--- src/rtl/cordic_angle_prenorm.sv ---
// Angle pre-stage for cordic_rotation. Reduces a signed Q8.24 angle modulo 2*pi and folds it
// into [-pi/2, pi/2], applying a pi pre-rotation to (x, y) by negation when needed.
module cordic_angle_prenorm #(
    parameter int                     n    = 32,
    parameter logic signed [n-1:0]    PI_Q = 52707179
) (
    input  logic                clock,
    input  logic                reset,
    input  logic                enable,
    input  logic                start,
    input  logic signed [n-1:0] x_in,
    input  logic signed [n-1:0] y_in,
    input  logic signed [n-1:0] angle_in,
    output logic signed [n-1:0] x_out,
    output logic signed [n-1:0] y_out,
    output logic signed [n-1:0] angle_out,
    output logic [1:0]          quadrant,
    output logic                busy,
    output logic                done
);

    localparam int AW = n + 3;
    localparam logic signed [AW-1:0] PI_W         = {{3{PI_Q[n-1]}}, PI_Q};
    localparam logic signed [AW-1:0] TWO_PI_W     = PI_W <<< 1;
    localparam logic signed [AW-1:0] HALF_PI_W    = PI_W >>> 1;
    localparam logic signed [AW-1:0] THREE_HALF_W = PI_W + HALF_PI_W;
    localparam logic signed [AW-1:0] WRAP_W       = TWO_PI_W <<< 5;
    localparam logic signed [AW-1:0] ZERO_W       = '0;
    localparam logic signed [n-1:0]  TWO_PI_N     = TWO_PI_W[n-1:0];
    localparam logic signed [n-1:0]  MAX_N        = {1'b0, {(n-1){1'b1}}};
    localparam logic signed [n-1:0]  MIN_N        = {1'b1, {(n-1){1'b0}}};

    typedef enum logic [1:0] {IDLE, REDUCE, FOLD} state_t;

    state_t               state_q;
    logic signed [AW-1:0] a_q;
    logic [2:0]           k_q;
    logic signed [n-1:0]  x_q, y_q;
    logic signed [n-1:0]  x_out_q, y_out_q, angle_out_q;
    logic [1:0]           quadrant_q;
    logic                 done_q;

    logic signed [AW-1:0] a_init_d, lim_d, a_red_d;
    logic signed [n-1:0]  ang_pi_d, ang_2pi_d, x_neg_d, y_neg_d;

    // Negative angles are lifted by 32*2pi so the binary-weighted subtraction only ever has to remove multiples.
    always_comb begin
        a_init_d  = {{3{angle_in[n-1]}}, angle_in} + (angle_in[n-1] ? WRAP_W : ZERO_W);
        lim_d     = TWO_PI_W <<< k_q;
        a_red_d   = (a_q >= lim_d) ? (a_q - lim_d) : a_q;
        ang_pi_d  = a_q[n-1:0] - PI_Q;
        ang_2pi_d = a_q[n-1:0] - TWO_PI_N;
        x_neg_d   = (x_q == MIN_N) ? MAX_N : -x_q;
        y_neg_d   = (y_q == MIN_N) ? MAX_N : -y_q;
    end

    always_ff @(posedge clock) begin
        if (reset) begin
            state_q     <= IDLE;
            a_q         <= '0;
            k_q         <= '0;
            x_q         <= '0;
            y_q         <= '0;
            x_out_q     <= '0;
            y_out_q     <= '0;
            angle_out_q <= '0;
            quadrant_q  <= '0;
            done_q      <= 1'b0;
        end else if (enable) begin
            done_q <= 1'b0;
            case (state_q)
                IDLE: begin
                    if (start) begin
                        x_q     <= x_in;
                        y_q     <= y_in;
                        a_q     <= a_init_d;
                        k_q     <= 3'd5;
                        state_q <= REDUCE;
                    end
                end
                REDUCE: begin
                    a_q <= a_red_d;
                    if (k_q == 3'd0) begin
                        state_q <= FOLD;
                    end else begin
                        k_q <= k_q - 3'd1;
                    end
                end
                FOLD: begin
                    done_q  <= 1'b1;
                    state_q <= IDLE;
                    if (a_q <= HALF_PI_W) begin
                        angle_out_q <= a_q[n-1:0];
                        x_out_q     <= x_q;
                        y_out_q     <= y_q;
                        quadrant_q  <= 2'd0;
                    end else if (a_q < THREE_HALF_W) begin
                        angle_out_q <= ang_pi_d;
                        x_out_q     <= x_neg_d;
                        y_out_q     <= y_neg_d;
                        quadrant_q  <= 2'd1;
                    end else begin
                        angle_out_q <= ang_2pi_d;
                        x_out_q     <= x_q;
                        y_out_q     <= y_q;
                        quadrant_q  <= 2'd2;
                    end
                end
                default: state_q <= IDLE;
            endcase
        end
    end

    assign x_out     = x_out_q;
    assign y_out     = y_out_q;
    assign angle_out = angle_out_q;
    assign quadrant  = quadrant_q;
    assign done      = done_q;
    assign busy      = (state_q != IDLE);

endmodule

--- config.mk ---
export PLATFORM = sky130hd
export DESIGN_NAME = cordic_angle_prenorm
export DESIGN_NICKNAME = d
export VERILOG_FILES = /design/src/rtl/cordic_angle_prenorm.sv
export SDC_FILE = /design/constraint.sdc
export NUM_CORES = 1
export LEC_CHECK = 0
export CORE_AREA = 2 2 163 165
export CTS_BUF_LIST = sky130_fd_sc_hd__clkbuf_8
export DETAILED_ROUTE_END_ITERATION = 8
export DIE_AREA = 0 0 165 167
export PLACE_DENSITY = 0.86
export SETUP_SLACK_MARGIN = 0.1
export SLEW_MARGIN = 10
export SYNTH_ARGS = -nofsm -noshare
export SYNTH_HDL_FRONTEND = slang
export SYNTH_SLANG_ARGS = --single-unit
--- constraint.sdc ---
create_clock -name clock -period 3.2 [get_ports clock]
set_input_delay 0.64 -clock clock [delete_from_list [all_inputs] [get_ports clock]]
set_output_delay 0.64 -clock clock [all_outputs]
set_load 0.05 [all_outputs]
Word level (Yosys, flattened, before mapping):

Cells that the tools add are included.

* equal/unequal tests: 8
* mux-type cells: 21
* reductions and logical operators: 9
* $add $sub $neg: 7
* order comparisons: 3
* shift operators: 1

Operator list (number)
* $mux W32: 9
* $mux W35: 2
* $pmux W35 S2: 1
* $eq A32 B32 Y1 const B: 2
* $neg A32 Y32: 2
* $ge A35 B35 Y1: 1
* $le A35 B26 Y1 const B: 1
* $lt A35 B28 Y1 const B: 1
* $sshl A28 B3 Y35 const A: 1
* $sub A35 B35 Y35: 1
* $add A32 B33 Y34: 1
* $sub A32 B26 Y32 const B: 1
* $sub A32 B27 Y32 const B: 1
* $mux W2: 4
* $ne A2 B2 Y1 const B: 4
* $reduce_and A4 Y1: 2
* $mux W3: 2
* $pmux W3 S2: 1
* $reduce_and A3 Y1: 2
* $pmux W2 S2: 1
* $reduce_bool A2 Y1: 2
* $logic_not A3 Y1: 1
* $sub A3 B1 Y3 const B: 1
* $eq A2 B1 Y1 const B: 1
* 4 further kinds: 4

* logic and storage cells: 59
* register bits after elaboration: 203
* bits of input ports: 100
* output and inout bits: 100

Logic depth before layout (Yosys ltp):

* depth in word-level cells: 4
* gate-level depth with buffers: 16
* depth with buffers taken out: 15

Least setup slack after synthesis:

No wires, ideal clock.

* path kind: register -> register
* from: reg k_q[0]
* to: reg a_q[5]
* buffers on the path: 2
* slack: -0.321 ns
* data required time: 3.072 ns
* cell stages (with the launch flop): 15
* period minus slack after synthesis: 3.521 ns
* setup time: 0.128 ns
* arrival time: 3.393 ns
* cells stage by stage: dfxtp_1 > inv_1 > ha_1 > or2_2 > ha_1 > nand4_1 > or3_1 > o22ai_1 > a211o_1 > o211ai_1 > a22oi_1 > buf_2 > buf_1 > mux2i_1 > nor2_1

* cells in the longest elaborated chain, start to end: 4
* elaborated cells on any way between the ends: 7
* classes of those cells: add/sub: 1; order compare: 1; eq/ne: 1; shift: 1; mux: 2; reduce/logical: 1

Ends and longest elaborated chain
* from (decl): line 37 `logic [2:0] k_q;`
* from (signal assigned): line 86 `k_q <= k_q - 3'd1;`
* $sshl A28 B3 Y35 (*): line 49 `lim_d = TWO_PI_W <<< k_q;`
* $sub A35 B35 Y35 or $ge A35 B35 Y1 (tied branches): line 50 `a_red_d = (a_q >= lim_d) ? (a_q - lim_d) : a_q;`
* $mux W35 or $ne A2 B2 Y1 (tied branches)
* $pmux W35 S2 or $reduce_and A4 Y1 (tied branches)
* to (signal assigned): line 76 `a_q <= a_init_d;`
* to (signal assigned): line 82 `a_q <= a_red_d;`
* to (decl): line 36 `logic signed [AW-1:0] a_q;`

Every way passes the cells marked *; elsewhere a longest branch is shown, timed or not. The select of a mux whose other input is x is not followed.
A chain may end at the register's enable or synchronous reset.

Final worst setup path:

* from: reg k_q[0]
* to: reg a_q[13]

Same word-level chain as after synthesis.

==> run summary <==
Seq cells post-synth - 203
Total GRT Usage - 29.5%
CP startpoint - k_q[0]
r2r setup slk - -0.13 ns
Pwr per Cell Area - 498 nW/µm²
port bufs - 199
Final #Nets - 2162
clock group share of total power - 28.5%
status - finished, violations left
dominant register cell in the synthesized netlist - dfxtp_1
H-tree levels - 2
Switch Pwr - 3.27 mW
Switching Fraction - 36.9%
WS Path Type - reg2reg
initial antenna violation count - 2
Worst EP required - 3.64 ns
share of layout cells above drive strength 1 - 19.0%
number of global-route vias before repair - 13500
drt total wl - 43200 µm
number of synthesized flops with an enable pin - 0
Rows - 59
Int Pwr - 5.60 mW
GPL Wtd Cong - 0.961
top sig layer - met4
Rel. slew slack - 52.4%
max-cap violations - 0
pre-CTS setup slack - -0.511 ns
Least-Margin Pin Slew - 0.714 ns
unrepaired setup endpoints after global routing - yes
most common cell after layout, fill and taps aside - nand2_1
worst reg-to-reg path cell count - 17
Worst Setup End Kind - flip-flop
synth unique cells - 75
commonest cells after routing, fill and taps aside - nand2_1, dfxtp_1, clkdlybuf4s50_1
CTS buffer count - 34
Leak - 6.73 nW
min-delay worst type - reg2reg
max-slew violation count - 0
Synth async-reset ratio - 0%
First-pass DRT Iterations - 6
DP HPWL - 29500 µm
maximum vdd drop - 0.365 mV
minimum clock period - 3.33 ns
CTS Root Cell - clkbuf_8
synth warn - 0
Final TNS setup - -0.280 ns
Worst R2R End - a_q[13]
first-pass GRT wire length - 66700 µm
synthesis-to-finish area growth - 37.1%
Mapped Cells - 1712
CTS sink count - 203
sequential element share of the synthesized area - 31.3%
crit share post-route - 104%
final worst setup slack - -0.133 ns
Post-Syn Nets - 1875
FMAX - 300 MHz
I/O pin cnt - 200
CP Launch Type - flip-flop
clk_lat worst skew - 0.55 ns
routed length per placed instance - 18.3 µm
Post-DRT Antenna Nets - 0
full die area - 27600 µm²
Post-Syn Area - 13000 µm²
failing checks - negative setup slack
grt total ovfl - 0
CTS tree - yes
final hold violation count - 0
Worst Skew - 0.0289 ns
WL met3 - 3360 µm
Final setup viols - 5
Post-CTS Hold Buffers - 0
starting density of the core - 50.4%
DR vias/cell - 5.98
Syn Area/Cell - 7.59 µm²
Core Region - 25800 µm²
drt drc - 0
Worst Path Arrival - 3.77 ns
worst-path fanout max - 7
Worst-path clk slew - 0.08 ns
R2R Path Start - k_q[0]
Die W - 165 µm
Hold WS - 0.460 ns
worst-case clock buffer depth - 3
Reg power frac - 32.2%
Design Power - 8.87 mW
wire length on met1 - 17800 µm
via count - 14100
Die Ht - 167 µm
combinational power share - 39.3%
DRT iter0 DRCs - 1658
Routed met2 length - 20000 µm
pin count of the biggest net entering global routing - 74
CP Capture Point - a_q[13]
[routing by layer]
layer | vias to the layer above | track usage (%)
met4 | 0 | 12.5
met2 | 697 | 48.3
met5 | - | 0
li1 | 6672 | -
met3 | 155 | 3.96
met1 | 6595 | 38.8
[worst min path at each step]
stage,from,endpoint,slack [ns],cells past startpoint
2_1_floorplan,x_q[0],x_q[0],0.45,2
3_3_place_gp,angle_out[7],angle_out[7],0.44,2
3_5_place_dp,angle_out[7],angle_out[7],0.45,2
4_1_cts,angle_out[7],angle_out[7],0.46,2
5_1_grt,angle_out[9],angle_out[9],0.48,2
6_report,angle_out[7],angle_out[7],0.46,2
[critical path, stage by stage (launching register included)]
cell       delay, ns
dfxtp_4         0.36
inv_2           0.08
buf_6           0.14
ha_2            0.20
inv_1           0.09
a21oi_2         0.24
ha_1            0.28
nand4_1         0.15
buf_4           0.13
buf_4           0.10
o22ai_2         0.06
a211o_1         0.29
o211ai_1        0.23
a22oi_2         0.10
buf_6           0.17
buf_12          0.14
clkbuf_16       0.15
a211oi_1        0.31
[kinds of logic (layout without fill, tap and decap cells)]
kind of cell	count (synthesis)	after routing	synth area share (%)
buf+inv	156	468	4.69
compound gates	514	515	26.6
mux	9	9	0.713
simple gates	634	634	21.7
flops	203	203	31.3
other cells	0	2	0
xor+xnor	133	133	8.96
fa+ha+maj	63	63	6.12
[cell type report]
cell class	instances	area, µm²
Clock inverter	18	138
Sequential cell	203	4070
Inverter	38	145
Fill cell	1889	7950
Multi-Input combinational cell	1354	9000
Antenna cell	2	5.00
Tap cell	335	419
Clock buffer	44	606
Timing Repair Buffer	368	3430
[power by group through the flow]
stage | clock network (mW) | logic (mW) | registers (mW)
floorplan | 0 | 1.97 | 2.88
global placement | 0 | 2.96 | 2.87
detailed placement | 0 | 3.03 | 2.88
CTS | 2.55 | 3.20 | 2.83
global route | 2.67 | 3.76 | 2.86
finish | 2.53 | 3.48 | 2.86
[through the flow]
step / cells / util, % / instance area (µm²)
2_1_floorplan: 1712 / - / 13000
3_3_place_gp: 2281 / 63.1 / 16200
3_5_place_dp: 2281 / 63.1 / 16200
4_1_cts: 2356 / 67.4 / 17400
5_1_grt: 2362 / 69.2 / 17800
6_report: 2362 / 69.2 / 17800
[state kept, by name (all words and copies together) (netlist names)]
name       flops
x_out         32
y_out         32
y_q           32
angle_out     32
done           1
quadrant       2
state_q        2
x_q           32
a_q           35
k_q            3
[what timing repair did]
action,in CTS,in global routing
setup buffers,11,3
hold endpoints to repair,0,0
pin swaps,26,38
endpoints found under the setup margin,34,55
gates resized for setup,61,86
cloned,2,2
[cell usage after synthesis, types with 9 or more instances]
cell type  number  area (µm²)
a21oi_1       177         886
nand2_1       265         995
a31oi_1        14        87.6
a211oi_2       30         375
or3_1           9        56.3
or2_2          11        68.8
xor2_1         80         701
clkbuf_1      106         398
a211oi_1       72         541
o31ai_1        24         180
nand3_1        20         100
o41ai_1         9        78.8
xnor2_1        53         464
nand2b_1       14        87.6
nor2b_1        16         100
nand4_1        16         100
nor3_1         26         130
o21ai_0        75         375
dfxtp_1       203        4060
a21o_1         21         158
a311oi_1       10        87.6
nor2_1        204         766
inv_1          37         139
nor4_1         11        68.8
ha_1           62         776
Note: power is estimated with default switching activity, not from simulation.
==> RTL change: new RTL, same flow settings <==
Reset style: asynchronous (`reset`), changed in one clocked block.
--- a/src/rtl/cordic_angle_prenorm.sv
+++ b/src/rtl/cordic_angle_prenorm.sv
@@ -55,5 +55,5 @@
     end
 
-    always_ff @(posedge clock) begin
+    always_ff @(posedge clock or posedge reset) begin
         if (reset) begin
             state_q     <= IDLE;
Behaviour: differs if reset is asserted again (counterexample within 4 cycles, from zero or initial values and one cycle with reset high); with reset held inactive, the same outputs for 4 cycles.
==> RTL change against the unedited design <==
  * Sequential cell count unchanged
  * Core utilization up 5.3 points
  * Highest routed layer unchanged
  * Area after synthesis up 7.5%
  * Maximum frequency down 0.31%
  * Non-clock buffer count up 47
  * Worst setup slack worse by 0.010 ns
  * Final area up 7.6%
  * Critical path depth down 1
  * Clock skew up 0.0099 ns
  * Routed wire length up 13%
  * The flow still finishes with violations (negative setup slack)
Power is not compared: it rests on default switching activity, and its combinational part moved more than twofold at a synthesized area within 25%.
==> RTL change: results (changes against the unedited design) <==
Critical path:
- The length in cells of the worst reg-to-reg path is 16 (-1).
- The last element of the critical path is a_q[31]$_DFFE_PP0P_.
- The worst setup path startpoint is k_q[1]$_DFFE_PP0P_.
- The worst stage delay on the critical path is 0.41 ns (+0.05 ns).
- The peak fanout along the critical path is 8 (+1).

Synth:
- The total nets after synthesis was 1,844 (-1.7%).
- The number of unique standard cell types used by synthesis is 72 (-4.0%).
- The fraction of registers with async set/reset was 100% (+100 points).
- By count the netlist is led by sky130_fd_sc_hd__nand2_1 (229), sky130_fd_sc_hd__dfrtp_1 (203), sky130_fd_sc_hd__o21ai_0 (166).
- The sequential area share after synthesis is 36.4% (+5.1 points).
- Ranked by total cell area, the synthesized netlist is headed by sky130_fd_sc_hd__dfrtp_1 (36%), sky130_fd_sc_hd__nand2_1 (6.2%), sky130_fd_sc_hd__o21ai_0 (5.9%).

Global routing:
- The fraction of met2 tracks used by global routing came to 54.8% (+6.5 points).
- The first-pass GRT wire length is 73,500 um (+10%).
- The global-route met3 utilization is 5.26% (+1.3 points).
- The via count of the first global-routing pass is 14,468 (+7.6%).
- The met1 layer usage reported by global route is 42.5% (+3.7 points).
- The pin count of the biggest net entering global routing is 125 (+69%).
- The global-route total usage across every layer is 33.3% (+3.8 points).

Routing:
- The routed via count is 15,384 (+9.0%).
- The detailed-route wire length was 48,900 um (+13%).
- The routed wire length on met3 came to 4650 um (+39%).
- The routed wire length on met2 is 23,000 um (+15%).
- The routed length on met1 is 18,500 um (+3.7%).
- The number of DRC violations after detailed-routing iteration 0 was 2,081 (+26%).

Finish:
- The number of fill cells in the layout came to 1,752 (-7.3%).
- The antenna diode instance count came to 0 (-2).
- The share of final-layout standard cells stronger than drive strength 1 is 22.2% (+3.3 points).
- The number of nets in the layout is 2,202 (+1.9%).

Run:
- The total of max-cap violations is 0 (unchanged).

Run status:
- The run finished, with violations left.
- The checks that failed: negative setup slack.

STA:
- The transition time at the pin with the least slew margin is 0.780 ns (+0.0669 ns).
- The final worst clock skew was 0.0388 ns (+0.00986 ns).
- The final count of negative-setup-slack endpoints is 30 (+25).
- The final critical-path setup slack is -0.143 ns (-0.0103 ns).

Worst hold path:
- The worst hold path belongs to the class in2async.

Power:
- The standby leakage power is 0.00819 uW.

Placed design:
- The placed wire-length estimate is 33,100 um (+12%).
- The routability congestion estimate from global placement is 0.993 (+3.3%).

Clock network:
- The TritonCTS buffer count was 38 (+12%).
-- RTL change: changes by cell type after synthesis, moves of 33 or more --
cell,unedited run,this run
sky130_fd_sc_hd__xor2_1,80,23
sky130_fd_sc_hd__a211oi_1,72,20
sky130_fd_sc_hd__nor2_1,204,122
sky130_fd_sc_hd__clkbuf_1,106,73
sky130_fd_sc_hd__dfxtp_1,203,0
sky130_fd_sc_hd__nand2_1,265,229
sky130_fd_sc_hd__a21oi_1,177,134
sky130_fd_sc_hd__mux2_2,2,65
sky130_fd_sc_hd__dfrtp_1,0,203
sky130_fd_sc_hd__o22ai_1,6,44
sky130_fd_sc_hd__o21ai_0,75,166
-- RTL change: timing repair --
| item | CTS | global route |
|---|---|---|
| buffers inserted | 9 | 11 |
| pin swaps | 27 | 25 |
| setup endpoints to repair | 38 | 89 |
| gates cloned | 3 | 1 |
| resized for setup | 76 | 99 |
| hold buffers | 0 | 0 |
-- RTL change: kinds of logic (layout without fill, tap and decap cells) --
family | Yosys count | count (layout) | synth area share (%)
AND/OR/NAND/NOR | 602 | 603 | 20.6
AO/OA/AOI/OAI | 528 | 528 | 22.7
flip-flops | 203 | 203 | 36.4
buffers and inverters | 137 | 518 | 4.05
multiplexers | 82 | 82 | 6.46
XOR/XNOR | 66 | 66 | 4.14
adder cells (fa/ha/maj) | 63 | 63 | 5.70
-- RTL change: layout make-up --
| cell class | instances | area [um2] | share of cell area, % |
|---|---|---|---|
| multi-input combinational | 1342 | 9010 | 47.0 |
| timing repair buffer | 415 | 3810 | 19.9 |
| inverter | 39 | 151 | 0.789 |
| clock buffer | 44 | 606 | 3.16 |
| clock inverter | 20 | 104 | 0.542 |
| tap | 335 | 419 | 2.19 |
| sequential | 203 | 5080 | 26.5 |
-- RTL change: metrics by stage --
step	std cells	setup WS, ns	util (%)	area, um2	TNS (ns)
after floorplan	1681	-0.255	-	14000	-20.54
after global placement	2312	-0.335	68.2	17600	-5.65
after detailed placement	2312	-0.432	68.2	17600	-11.51
after CTS	2388	0.0426	72.8	18700	0
after global routing	2398	-0.213	74.4	19200	-4.08
final	2398	-0.143	74.4	19200	-1.87
-- RTL change: worst min-delay path by stage --
stage                               from                        end  slack, ns
3_5_place_dp       x_out[29]$_DFFE_PP0P_      x_out[29]$_DFFE_PP0P_       0.47
2_1_floorplan        a_q[32]$_DFFE_PP0P_        a_q[32]$_DFFE_PP0P_       0.48
6_report                           reset      y_out[13]$_DFFE_PP0P_       0.39
5_1_grt                            reset      y_out[13]$_DFFE_PP0P_       0.39
4_1_cts                            reset      y_out[13]$_DFFE_PP0P_       0.38
3_3_place_gp   angle_out[20]$_DFFE_PP0P_  angle_out[20]$_DFFE_PP0P_       0.46
